[config.mk]
export PLATFORM = sky130hd
export DESIGN_NAME = hp_div
export DESIGN_NICKNAME = d
export VERILOG_FILES = /design/src/rtl/hp_div_pkg.sv /design/src/rtl/hp_div_unpack.sv /design/src/rtl/hp_div.sv
export SDC_FILE = /design/constraint.sdc
export NUM_CORES = 1
export LEC_CHECK = 0
export ABC_AREA = 1
export CORE_ASPECT_RATIO = 1.5
export CORE_MARGIN = 4
export CORE_UTILIZATION = 45
export CTS_CLUSTER_SIZE = 8
export DETAILED_ROUTE_END_ITERATION = 8
export PLACE_DENSITY = 0.72
export SLEW_MARGIN = 0
export SYNTH_ARGS = -nofsm -noshare
export SYNTH_HDL_FRONTEND = slang
export SYNTH_SLANG_ARGS = --single-unit
[constraint.sdc]
create_clock -name clk -period 6.9 [get_ports clk]
set_clock_uncertainty 0.05 [all_clocks]
set_input_delay 1.725 -clock clk [delete_from_list [all_inputs] [get_ports clk]]
set_output_delay 1.725 -clock clk [all_outputs]
set_load 0.01 [all_outputs]
[src/rtl/hp_div_pkg.sv]
// Shared definitions for the binary16 divider: field widths, exponent bias,
// FSM state encodings, result-class bundle and canonical special encodings.
package hp_div_pkg;

    localparam int HP_W      = 16;  // binary16 word
    localparam int EXP_W     = 5;   // exponent field
    localparam int MAN_W     = 10;  // stored mantissa field
    localparam int SIG_W     = 11;  // significand with explicit leading 1
    localparam int EXP_BIAS  = 15;
    localparam int DIV_STEPS = 13;  // 1 integer + 12 fractional quotient bits

    // FSM state encodings
    localparam logic [1:0] ST_IDLE   = 2'd0;
    localparam logic [1:0] ST_DIVIDE = 2'd1;
    localparam logic [1:0] ST_NORM   = 2'd2;
    localparam logic [1:0] ST_DONE   = 2'd3;

    // Magnitude (bits 14:0) of the canonical special results; sign is prepended
    localparam logic [14:0] QNAN_MAG = 15'h7E00;
    localparam logic [14:0] INF_MAG  = 15'h7C00;
    localparam logic [14:0] ZERO_MAG = 15'h0000;

    // Result class, one-hot while a result is held
    typedef struct packed {
        logic snan;
        logic qnan;
        logic infinity;
        logic zero;
        logic subnormal;
        logic normal;
    } class_t;

    localparam class_t CLS_NONE   = 6'b000000;
    localparam class_t CLS_SNAN   = 6'b100000;
    localparam class_t CLS_QNAN   = 6'b010000;
    localparam class_t CLS_INF    = 6'b001000;
    localparam class_t CLS_ZERO   = 6'b000100;
    localparam class_t CLS_NORMAL = 6'b000001;

endpackage

[src/rtl/hp_div_unpack.sv]
// Binary16 operand converter: classifies the operand and produces an unbiased
// exponent plus an 11-bit significand with explicit leading 1. Subnormal
// inputs are normalised here so the divider only ever sees 1.xxx values.
module hp_div_unpack
    import hp_div_pkg::*;
(
    input  logic [HP_W-1:0]   x,
    output logic              isSnan,
    output logic              isQnan,
    output logic              isInf,
    output logic              isZero,
    output logic signed [6:0] expUnb,
    output logic [SIG_W-1:0]  sig
);

    logic [EXP_W-1:0] expField;
    logic [MAN_W-1:0] man;
    logic [3:0]       lead;
    logic [3:0]       shift;

    assign expField = x[14:10];
    assign man      = x[9:0];

    assign isSnan = (expField == 5'h1F) && (man != '0) && !man[9];
    assign isQnan = (expField == 5'h1F) && man[9];
    assign isInf  = (expField == 5'h1F) && (man == '0);
    assign isZero = (expField == '0) && (man == '0);

    // Leading-one search and normalisation of subnormal mantissas
    always_comb begin
        lead = 4'd0;
        for (int i = 0; i < MAN_W; i++) begin
            if (man[i]) lead = 4'(i);
        end
        shift = 4'd10 - lead;
        if (expField == '0) begin
            sig    = {1'b0, man} << shift;
            expUnb = 7'(1 - EXP_BIAS) - $signed({3'b000, shift});
        end else begin
            sig    = {1'b1, man};
            expUnb = $signed({2'b00, expField}) - 7'(EXP_BIAS);
        end
    end

endmodule

[src/rtl/hp_div.sv]
// Multi-cycle binary16 divider (restoring, one quotient bit per cycle).
// Special operands resolve straight to DONE; the arithmetic path runs
// 13 DIVIDE cycles and one NORM cycle. DONE is the commit cycle: q, the
// class flags and the done pulse are registered out of it, so done shows
// up 2 cycles after accept for a special case and 16 for arithmetic.
// Handshake: start is taken only in IDLE (busy=0) and never while rst=1;
// busy stays high until the result commits; done is a single-cycle pulse
// and q/flags then hold until the next commit.
// Optional macro HP_DIV_ROUND_EN: round-to-nearest-even (default truncates).
module hp_div
    import hp_div_pkg::*;
(
    input  logic            clk,
    input  logic            rst,
    input  logic            start,
    input  logic [HP_W-1:0] a,
    input  logic [HP_W-1:0] b,
    output logic            busy,
    output logic            done,
    output logic [HP_W-1:0] q,
    output logic            snan,
    output logic            qnan,
    output logic            infinity,
    output logic            zero,
    output logic            subnormal,
    output logic            normal,
    output logic [1:0]      dbgState
);

    logic                aSnan, aQnan, aInf, aZero;
    logic                bSnan, bQnan, bInf, bZero;
    logic signed [6:0]   aExp, bExp;
    logic [SIG_W-1:0]    aSig, bSig;

    logic [1:0]          state;
    logic [3:0]          stepCnt;
    logic                sign;
    logic signed [6:0]   expQ;
    logic [SIG_W-1:0]    divisor;
    logic [11:0]         rem;
    logic [12:0]         quo;
    logic [HP_W-1:0]     pendQ;
    class_t              pendCls;
    class_t              outCls;

    logic                qSign;
    logic                isSpecial;
    logic [HP_W-1:0]     specQ;
    class_t              specCls;

    logic [12:0]         trial;
    logic                qBit;
    logic [11:0]         remKeep;

    logic [12:0]         normQuo;
    logic signed [6:0]   normExp;
    logic signed [6:0]   biasedExp;
    logic signed [6:0]   eRound;
    logic                roundUp;
    logic [11:0]         rounded;
    logic [9:0]          fracR;
    logic [HP_W-1:0]     arithQ;
    class_t              arithCls;

    hp_div_unpack uA (
        .x(a), .isSnan(aSnan), .isQnan(aQnan), .isInf(aInf), .isZero(aZero),
        .expUnb(aExp), .sig(aSig)
    );

    hp_div_unpack uB (
        .x(b), .isSnan(bSnan), .isQnan(bQnan), .isInf(bInf), .isZero(bZero),
        .expUnb(bExp), .sig(bSig)
    );

    assign qSign = a[15] ^ b[15];

    // Special-case resolution in priority order; NaN operands pass through
    always_comb begin
        specQ     = '0;
        specCls   = CLS_NONE;
        isSpecial = 1'b1;
        if (aSnan) begin
            specQ = a;  specCls = CLS_SNAN;
        end else if (bSnan) begin
            specQ = b;  specCls = CLS_SNAN;
        end else if (aQnan) begin
            specQ = a;  specCls = CLS_QNAN;
        end else if (bQnan) begin
            specQ = b;  specCls = CLS_QNAN;
        end else if ((aInf && bInf) || (aZero && bZero)) begin
            specQ = {qSign, QNAN_MAG};  specCls = CLS_QNAN;
        end else if (aInf || bZero) begin
            specQ = {qSign, INF_MAG};   specCls = CLS_INF;
        end else if (aZero || bInf) begin
            specQ = {qSign, ZERO_MAG};  specCls = CLS_ZERO;
        end else begin
            isSpecial = 1'b0;
        end
    end

    // One restoring step: subtract divisor if it fits, keep remainder otherwise
    always_comb begin
        trial   = {1'b0, rem} - {2'b00, divisor};
        qBit    = ~trial[12];
        remKeep = qBit ? trial[11:0] : rem;
    end

    // Normalise, round and map the quotient to a binary16 result
    always_comb begin
        normQuo   = quo[12] ? quo : {quo[11:0], 1'b0};
        normExp   = quo[12] ? expQ : expQ - 7'sd1;
        biasedExp = normExp + 7'(EXP_BIAS);
`ifdef HP_DIV_ROUND_EN
        // guard = normQuo[1], sticky = normQuo[0] | remainder, lsb = normQuo[2]
        roundUp   = normQuo[1] & (normQuo[0] | (|rem) | normQuo[2]);
`else
        roundUp   = 1'b0;
`endif
        rounded   = {1'b0, normQuo[12:2]} + {11'd0, roundUp};
        fracR     = rounded[11] ? rounded[10:1] : rounded[9:0];
        eRound    = rounded[11] ? biasedExp + 7'sd1 : biasedExp;
        if (biasedExp <= 7'sd0) begin
            arithQ   = {sign, ZERO_MAG};
            arithCls = CLS_ZERO;
        end else if (eRound >= 7'sd31) begin
            arithQ   = {sign, INF_MAG};
            arithCls = CLS_INF;
        end else begin
            arithQ   = {sign, eRound[4:0], fracR};
            arithCls = CLS_NORMAL;
        end
    end

`ifndef HP_DIV_ROUND_EN
    // Guard and sticky bits are intentionally discarded when truncating
    logic unusedRoundBits;
    assign unusedRoundBits = ^normQuo[1:0];
`endif

    // Control FSM and divider datapath
    always_ff @(posedge clk) begin
        if (rst) begin
            state   <= ST_IDLE;
            stepCnt <= '0;
        end else begin
            case (state)
                ST_IDLE: begin
                    if (start) begin
                        sign    <= qSign;
                        expQ    <= aExp - bExp;
                        divisor <= bSig;
                        rem     <= {1'b0, aSig};
                        quo     <= '0;
                        stepCnt <= '0;
                        pendQ   <= specQ;
                        pendCls <= specCls;
                        state   <= isSpecial ? ST_DONE : ST_DIVIDE;
                    end
                end
                ST_DIVIDE: begin
                    rem <= remKeep << 1;
                    quo <= {quo[11:0], qBit};
                    if (stepCnt == 4'(DIV_STEPS - 1)) state <= ST_NORM;
                    else stepCnt <= stepCnt + 4'd1;
                end
                ST_NORM: begin
                    pendQ   <= arithQ;
                    pendCls <= arithCls;
                    state   <= ST_DONE;
                end
                ST_DONE: state <= ST_IDLE;
                default: state <= ST_IDLE;
            endcase
        end
    end

    // Result commit: outputs change only when leaving DONE
    always_ff @(posedge clk) begin
        if (rst) begin
            done   <= 1'b0;
            q      <= '0;
            outCls <= CLS_NONE;
        end else begin
            done <= (state == ST_DONE);
            if (state == ST_DONE) begin
                q      <= pendQ;
                outCls <= pendCls;
            end
        end
    end

    assign busy      = (state != ST_IDLE);
    assign dbgState  = state;
    assign snan      = outCls.snan;
    assign qnan      = outCls.qnan;
    assign infinity  = outCls.infinity;
    assign zero      = outCls.zero;
    assign subnormal = outCls.subnormal;
    assign normal    = outCls.normal;

endmodule
==> flow_summary.ini, run 1 <==
[final_layout]
n_fill_cell = 1515
layout.nets = 1099
layout-drive-gt1-share_pct = 6.98
fin_util_pct = 52.9
diodes = 0
post-route-cell-area_um2 = 8050
syn_to_final_growth_pct = 14.7

[floorplanning]
fp.dieH_um = 161
die_w_um = 110
core-area_um2 = 15200
io_pins = 61
initial_utilization_pct = 46.1
fp-row-count = 55
die_area_um2 = 17700

[global_route]
grt_overflow_total = 0
grt_pass1_vias = 6355
grt_max_degree = 33
grt_usage_pct = 21.6
grt_pass1_wl_um = 30400
antenna_found_initial = 0

[drt]
drc = 0
ant_nets = 0
drt_wl_total_um = 18800
top_layer_used = met4
post_drt_wl_per_cell_um = 15.3
drt_iter0_markers = 487
viasPerCell = 5.41
wl_met2_um = 9710
wl_met1_um = 7390
route.met3.wl_um = 945
first_pass_iters = 5
vias = 6664

[synthesis]
yosysSeqAreaShare_pct = 35.8
synth_nets = 1055
synthesis.area_um2 = 7020
synth_enable_flop_cells = 65
syn_avg_cell_area_um2 = 7.14
yosys_warnings = 0
async_flop_share_pct = 0
synthCells = 983
synthFlopType = edfxtp_1
ys_ff_latch = 93
synthDistinctLibCells = 49

[timing]
final_max_slew_viol_count = 0
fmax_ghz = 0.184
period_needed_ps = 5450
tightest_slew_ps = 738
hold_slack_ps = 420
slew_headroom_pct = 50.4
fin_setup_tns_ps = 0
finalHoldViolCount = 0
post-route-period-util_pct = 79.0
rsz0062_at_grt = no
setup_viol = 0

[cts]
cts.clk_slew.worst_paths_ps = 60
cts_buffers = 9
clock-sinks = 93
clock_latency_ps = 340
h-tree-depth = 3
cts_tree = done
ctsHoldBuffers = 0
ctsRootBufferMaster = clkbuf_16
post_cts_buffers = 0
cts_buffer_depth = 2
post_cts_resized = 0

[pwr]
p_leak_nw = 3.68
ir_worst_vdd_mv = 0.150
cellPowerDensity_nw_per_um2 = 277

[worst_setup_path]
arrival_ps = 5490
cp.required_ps = 6940
worstSetupPathType = in -> reg
crit_path_end_kind = register
start_kind = primary input
cp_max_fo = 13

[placed_design]
post_dp_cell_area_um2 = 7750
detailed_place_hpwl_um = 15000
gp_congestion = 0.956
io_buffers = 59

[run_status]
status = finished, final reports clean

[worst_hold_path]
hp-class = reg -> reg

[job]
maxCapViolations = 0
==> through the flow <==
stage | setup WS, ps | instances | total power, W
6_report | 1450 | 1231 | 0.00223
5_1_grt | 1170 | 1231 | 0.00238
4_1_cts | 1510 | 1231 | 0.00224
3_5_place_dp | 1170 | 1215 | 0.00174
3_3_place_gp | 1250 | 1215 | 0.00173
2_1_floorplan | 2410 | 983 | 0.00147
==> Yosys cell counts (19+ instances only) <==
library cell / number / area share (%)
dfxtp_1: 28 / 8.0
nand4_1: 22 / 2.0
o21ai_0: 78 / 5.6
edfxtp_1: 65 / 28
nor2_1: 107 / 5.7
clkbuf_1: 19 / 1.0
nand2_1: 253 / 14
ha_1: 35 / 6.2
nand3_1: 68 / 4.8
a21oi_1: 53 / 3.8
o211ai_1: 20 / 2.1
inv_1: 110 / 5.9
==> cells in the final DEF, fill, tap and decap left out, drive strengths merged, types with 28 or more instances in the layout <==
| master | instances |
|---|---|
| nand3 | 75 |
| ha | 35 |
| dfxtp | 28 |
| edfxtp | 65 |
| nor2 | 118 |
| o21ai | 83 |
| clkdlybuf4s50 | 59 |
| nand2 | 267 |
| a21oi | 54 |
| inv | 120 |
==> cell type report <==
class	count	area (um2)	area share, %
tap	199	249	3.09
sequential	93	2510	31.2
inverter	123	464	5.77
clock buffer	11	243	3.01
clock inverter	5	60.1	0.746
timing repair buffer	64	628	7.80
multi-input combinational	736	3890	48.4
==> kinds of logic after synthesis <==
group | count (synthesis) | share of synthesized area (%)
AO/OA/AOI/OAI | 184 | 14.9
XOR/XNOR | 17 | 2.23
adder cells (fa/ha/maj) | 37 | 6.81
buffers and inverters | 154 | 8.81
flip-flops | 93 | 35.8
other | 1 | 0.0534
AND/OR/NAND/NOR | 497 | 31.4
==> sequential cells by signal, indices dropped and copies added, names as in the netlist, 2 cells and up <==
signal and count:
expQ 7, divisor 11, quo 13, pendQ 16, rem 12, dbgState 2
q 16, pendCls 5, stepCnt 4
==> where the power goes <==
part	total [W]	switching [W]	internal, W
clock network	0.000494	0.000203	0.000291
registers	0.000833	0.0000661	0.000767
logic	0.000902	0.000582	0.000319
total	0.00223	0.000851	0.00138
==> layer usage <==
layer	track usage, %	vias up
li1	-	3363
met1	25.0	3037
met2	38.5	212
met3	3.02	52
met4	9.64	0
met5	0	-
==> worst paths after layout <==
path,end,slack [ps],cells after the start,startpoint
max,expQ[5]$_DFFE_PP_,1450,15,a[9]
min,q[1]$_SDFFE_PP0P_,420,2,pendQ[1]$_DFFE_PP_
max reg2reg,pendQ[11]$_DFFE_PP_,4040,13,quo[12]$_SDFFCE_PN0P_
min reg2reg,q[1]$_SDFFE_PP0P_,420,2,pendQ[1]$_DFFE_PP_
==> worst max-delay path, stage by stage <==
cell,delay (ps)
clkdlybuf4s50_1,540
inv_1,250
nand2_1,260
nand2_1,400
inv_1,120
ha_1,490
inv_1,340
nand2_1,100
a21oi_1,430
ha_1,320
nand3_1,80
nand2_1,80
a21oi_1,120
o21ai_0,100
xor2_1,150
Power figures use the tool's default switching activity.
==> run 2: changes to the inputs <==
--- a/config.mk
+++ b/config.mk
@@ -11,7 +11,7 @@
 export CORE_UTILIZATION = 45
 export CTS_CLUSTER_SIZE = 8
 export DETAILED_ROUTE_END_ITERATION = 8
-export PLACE_DENSITY = 0.72
+export PLACE_DENSITY = 0.74
 export SLEW_MARGIN = 0
 export SYNTH_ARGS = -nofsm -noshare
 export SYNTH_HDL_FRONTEND = slang
==> constraint.sdc (replaced) <==
create_clock -name clk -period 4.6 [get_ports clk]
set_clock_uncertainty 0.05 [all_clocks]
set_input_delay 1.15 -clock clk [delete_from_list [all_inputs] [get_ports clk]]
set_output_delay 1.15 -clock clk [all_outputs]
set_load 0.01 [all_outputs]
==> flow_summary.ini, run 2 (same netlist as run 1, synthesis figures left out) <==
[worst_setup_path]
arrival_ps = 4040
rr_worst_depth = 13
cp.required_ps = 4640
cp_common_cell = nand2_1
slowest_delay_ps = 540
worstPathCellList = clkdlybuf4s50_1 > inv_1 > nand2_1 > nand2_1 > nand2_1 > nand2_1 > nand2_1 > nand2_2 > nand2_1 > inv_1 > ha_1 > inv_1 > nand2_1 > a21oi_1 > ha_1 > nand3_1 > nand2_1 > a21oi_1 > o21ai_0 > xor2_1
cp_max_fo = 9
critPathBufInv = 4
cp.depth = 20
slowest_stage = clkdlybuf4s50_1
critical-path-top-delay-family = buffers and inverters
crit_path_end_kind = register
worstSetupPathType = in -> reg
start_kind = primary input

[cts]
post_cts_resized = 0
post_cts_buffers = 0
ctsRootBufferMaster = clkbuf_16
cts_buffer_depth = 2
cts.clk_slew.worst_paths_ps = 60
clock_latency_ps = 350
clock-sinks = 93
ctsHoldBuffers = 0
cts_buffers = 9
h-tree-depth = 3
cts_tree = done

[worst_hold_path]
hp-class = reg -> reg
whs_path_depth = 2

[timing]
layout_setup_ws_ps = 602
tightest_slew_ps = 716
final_max_slew_viol_count = 0
fmax_ghz = 0.250
slew_headroom_pct = 52.3
period_needed_ps = 4000
setup_viol = 0
fin_setup_tns_ps = 0
rsz0062_at_grt = no
hold_slack_ps = 422
post-route-period-util_pct = 86.9
finalHoldViolCount = 0

[floorplanning]
core-area_um2 = 15200
fp-row-count = 55
initial_utilization_pct = 46.1
io_pins = 61
die_w_um = 110
die_area_um2 = 17700
fp.dieH_um = 161

[global_route]
grt_pass1_wl_um = 30900
antenna_found_initial = 0
grt_max_degree = 32
grt_overflow_total = 0
grt_pass1_vias = 6433
grt_usage_pct = 21.9

[run_status]
status = finished, final reports clean

[pwr]
ir_worst_vdd_mv = 0.282
cellPowerDensity_nw_per_um2 = 417
p_leak_nw = 3.76

[drt]
drc = 0
drt_wl_total_um = 18600
viasPerCell = 5.44
ant_nets = 0
first_pass_iters = 6
drt_iter0_markers = 485
post_drt_wl_per_cell_um = 15.0
vias = 6761

[final_layout]
largest_registers = pendQ: 16 flops, q: 16 flops, quo: 13 flops
layout.nets = 1111
n_fill_cell = 1482
syn_to_final_growth_pct = 16.3
final_common_cell = nand2_1
final_cell_mix = nand2_1, inv_1, nor2_1
layout-drive-gt1-share_pct = 8.14
diodes = 0

[placed_design]
io_buffers = 59
detailed_place_hpwl_um = 14900
pre_cts_slack_ps = 249
gp_congestion = 0.917

[job]
maxCapViolations = 0
run 2: cell types whose count changed in the layout (fill, tap and decap cells not counted):
cell,previous run,this run
bufinv_16,1,2
buf_4,5,17
inv_4,1,2
clkinvlp_4,1,0
clkbuf_1,1,0
clkinv_4,2,1
clkinv_2,1,2
run 2: layout make-up:
cell class                 count  area (um2)  share of cell area, %
timing repair buffer          76         718                   8.80
clock inverter                 6        85.1                   1.04
inverter                     123         464                   5.69
clock buffer                  10         239                   2.93
multi-input combinational    736        3890                   47.7
tap                          199         249                   3.05
sequential                    93        2510                   30.8
run 2: power by group:
group / switching (W) / internal, W
combinational: 0.000867 / 0.000489
sequential: 0.0000996 / 0.00115
clock: 0.000311 / 0.000490
run 2: per-stage QoR:
| step | util (%) | std cells | total power, W | area (um2) |
|---|---|---|---|---|
| final | 53.7 | 1243 | 0.00341 | 8160 |
| after global routing | 53.7 | 1243 | 0.00366 | 8160 |
| after CTS | 53.7 | 1243 | 0.00341 | 8160 |
| after detailed placement | 51.5 | 1227 | 0.00261 | 7840 |
| after global placement | 51.5 | 1227 | 0.00259 | 7840 |
| after floorplan | - | 983 | 0.00220 | 7020 |
run 2: tightest hold or removal path, cell delays in order (launching register included):
cell      delay (ps)
edfxtp_1         320
nor2_1            40
nor2_1            80
run 2: layer usage:
| metal | wire length [um] | GRT usage (%) | up-vias |
|---|---|---|---|
| met2 | 9600 | 38.8 | 271 |
| li1 | - | - | 3383 |
| met3 | 1060 | 3.70 | 56 |
| met4 | 834 | 9.81 | 0 |
| met5 | 0 | 0 | - |
| met1 | 7140 | 25.3 | 3051 |
run 2: final timing paths:
kind / from / end / slack (ps)
setup / recovery: a[2] / expQ[5]$_DFFE_PP_ / 600
hold / removal: pendCls[2]$_DFFE_PP_ / zero$_SDFFE_PP0P_ / 420
setup reg to reg: quo[12]$_SDFFCE_PN0P_ / pendQ[11]$_DFFE_PP_ / 1720
hold reg to reg: pendCls[2]$_DFFE_PP_ / zero$_SDFFE_PP0P_ / 420
==> run 3: changes to the inputs <==
--- a/config.mk
+++ b/config.mk
@@ -5,7 +5,6 @@
 export SDC_FILE = /design/constraint.sdc
 export NUM_CORES = 1
 export LEC_CHECK = 0
-export ABC_AREA = 1
 export CORE_ASPECT_RATIO = 1.5
 export CORE_MARGIN = 4
 export CORE_UTILIZATION = 45
==> flow_summary.ini, run 3 <==
[run_status]
status = finished, final reports clean

[synthesis]
ys_ff_latch = 93
async_flop_share_pct = 0
synthTopCellsByCount = edfxtp_1, nor2_1, inv_1, mux2i_1, nand2_1
yosysSeqAreaShare_pct = 36.1
yosysTopAreaCellShare_pct = 28.0
synthesis.area_um2 = 6960
syn_avg_cell_area_um2 = 9.48
synthDistinctLibCells = 97
synthFlopType = edfxtp_1
synth_enable_flop_cells = 65
synth.area.top_cells = edfxtp_1, dfxtp_1, mux2i_1, ha_1, nor2_1
synthCells = 734
synth_nets = 806
yosys_warnings = 0
yosysMostFrequentCell = edfxtp_1
yosys.area.top_type = edfxtp_1

[final_layout]
final_cell_mix = edfxtp_1, nor2_1, clkdlybuf4s50_1
diodes = 0
layout-drive-gt1-share_pct = 13.1
final_common_cell = edfxtp_1
largest_registers = pendQ: 16 flops, q: 16 flops, quo: 13 flops
layout.nets = 883
fin_util_pct = 54.4
n_fill_cell = 1373
syn_to_final_growth_pct = 18.4

[timing]
slew_headroom_pct = 16.2
rsz0062_at_grt = no
period_needed_ps = 4120
fmax_ghz = 0.243
tightest_slew_ps = 1250
fin_setup_tns_ps = 0
finalHoldViolCount = 0
final_max_slew_viol_count = 0
setup_viol = 0
post-route-period-util_pct = 89.5

[worst_setup_path]
rr_worst_depth = 8
slowest_delay_ps = 490
r2r_start = quo[12]$_SDFFCE_PN0P_
rrSetupSlack_ps = 810
critPathLaunch = b[2]
slowest_stage = clkdlybuf4s50_1
crit_path_end_kind = register
start_kind = primary input
critical-path-top-delay-family = compound AO/OA/AOI/OAI gates
cp.required_ps = 4650
critPathBufInv = 2
worstSetupPathType = in -> reg
worstPathCellList = clkdlybuf4s50_1 > nand2b_1 > a21oi_1 > o21ai_1 > a21o_2 > inv_2 > ha_1 > xnor2_1 > nor2_1 > a21oi_1 > ha_1 > a21o_1 > a21o_1 > a21o_1 > a21oi_1 > xnor2_1
r2r_end = pendQ[9]$_DFFE_PP_
cp_max_fo = 5
arrival_ps = 4170

[pwr]
p_leak_nw = 3.22
cellPowerDensity_nw_per_um2 = 390
ir_worst_vdd_mv = 0.237

[global_route]
grt_overflow_total = 0
grt_max_degree = 37
antenna_found_initial = 0
grt_usage_pct = 20.7
grt_pass1_vias = 5790
grt_pass1_wl_um = 29000

[worst_hold_path]
worstHoldStart = pendQ[14]$_DFFE_PP_
hp-class = reg -> reg
whs_path_depth = 2
worstHoldEndpoint = q[14]$_SDFFE_PP0P_

[drt]
drt_iter0_markers = 352
post_drt_wl_per_cell_um = 17.5
drt_wl_total_um = 17700
ant_nets = 0
drc = 0
viasPerCell = 5.82
first_pass_iters = 5
vias = 5907

[floorplanning]
die_area_um2 = 17600
initial_utilization_pct = 46.0
die_w_um = 110
io_pins = 61
core-area_um2 = 15100
fp.dieH_um = 160
fp-row-count = 55

[job]
maxCapViolations = 0

[cts]
cts.clk_slew.worst_paths_ps = 60
cts_buffers = 9
post_cts_resized = 0
cts_buffer_depth = 2
ctsRootBufferMaster = clkbuf_16
clock-sinks = 93
post_cts_buffers = 0
ctsHoldBuffers = 0
h-tree-depth = 3
cts_tree = done
clock_latency_ps = 350

[placed_design]
detailed_place_hpwl_um = 13800
io_buffers = 59
gp_congestion = 0.936
## run 3: changes by cell type after synthesis, moves of 14 or more
cell and change:
nand2_1 -208, inv_1 -60, nand3_1 -56, o21ai_0 -52
mux2i_1 +50, nor2_1 -44, nand4_1 -18, and2_1 +16
a21oi_1 -14, a22oi_1 +14, xnor2_1 +14
## run 3: cell type report
type | count | area (um2) | area share [%]
Inverter | 52 | 195 | 2.37
Tap cell | 199 | 249 | 3.02
Multi-Input combinational cell | 548 | 4060 | 49.2
Sequential cell | 93 | 2510 | 30.5
Clock buffer | 11 | 243 | 2.95
Clock inverter | 5 | 32.5 | 0.395
Timing Repair Buffer | 107 | 951 | 11.5
## run 3: tightest hold or removal path, cell delays in order (launching register included)
cell	delay (ps)
edfxtp_1	320
mux2i_1	60
nor2_1	70
## run 3: routing by layer
layer	share of wire (%)	wire (um)	vias up	global-route usage [%]
li1	-	-	2886	-
met1	41	7330	2810	25.3
met2	51	9090	178	36.3
met3	4.8	844	33	2.57
met4	2.5	446	0	8.45
met5	0	0	-	0
## run 3: cells by family (layout without fill, tap and decap cells)
group / Yosys count / after routing / share of synthesized area (%)
mux: 55 / 55 / 8.32
flops: 93 / 93 / 36.1
fa+ha+maj: 37 / 37 / 6.87
buf+inv: 93 / 175 / 5.70
xor+xnor: 33 / 33 / 4.78
simple gates: 222 / 222 / 17.1
other cells: 1 / 1 / 0.0539
compound gates: 200 / 200 / 21.1
## run 3: stage by stage
step / power, W / area [um2] / hold slack (ps) / instances / worst slack, ps
floorplan: 0.00214 / 6960 / 406 / 734 / 165
global placement: 0.00249 / 7970 / 413 / 999 / 215
detailed placement: 0.00252 / 7970 / 421 / 999 / 119
CTS: 0.00322 / 8240 / 437 / 1015 / 486
global route: 0.00342 / 8240 / 465 / 1015 / 212
finish: 0.00322 / 8240 / 434 / 1015 / 483
## run 3: report_power, final
part	switching, W	internal, W
logic	0.000741	0.000573
clock network	0.000318	0.000383
registers	0.000100	0.00110
## run 3: worst max path at each step
stage | end | depth (start not counted)
finish | expQ[5]$_DFFE_PP_ | 16
global route | expQ[5]$_DFFE_PP_ | 14
CTS | expQ[5]$_DFFE_PP_ | 16
detailed placement | expQ[5]$_DFFE_PP_ | 14
global placement | expQ[4]$_DFFE_PP_ | 14
floorplan | expQ[5]$_DFFE_PP_ | 17
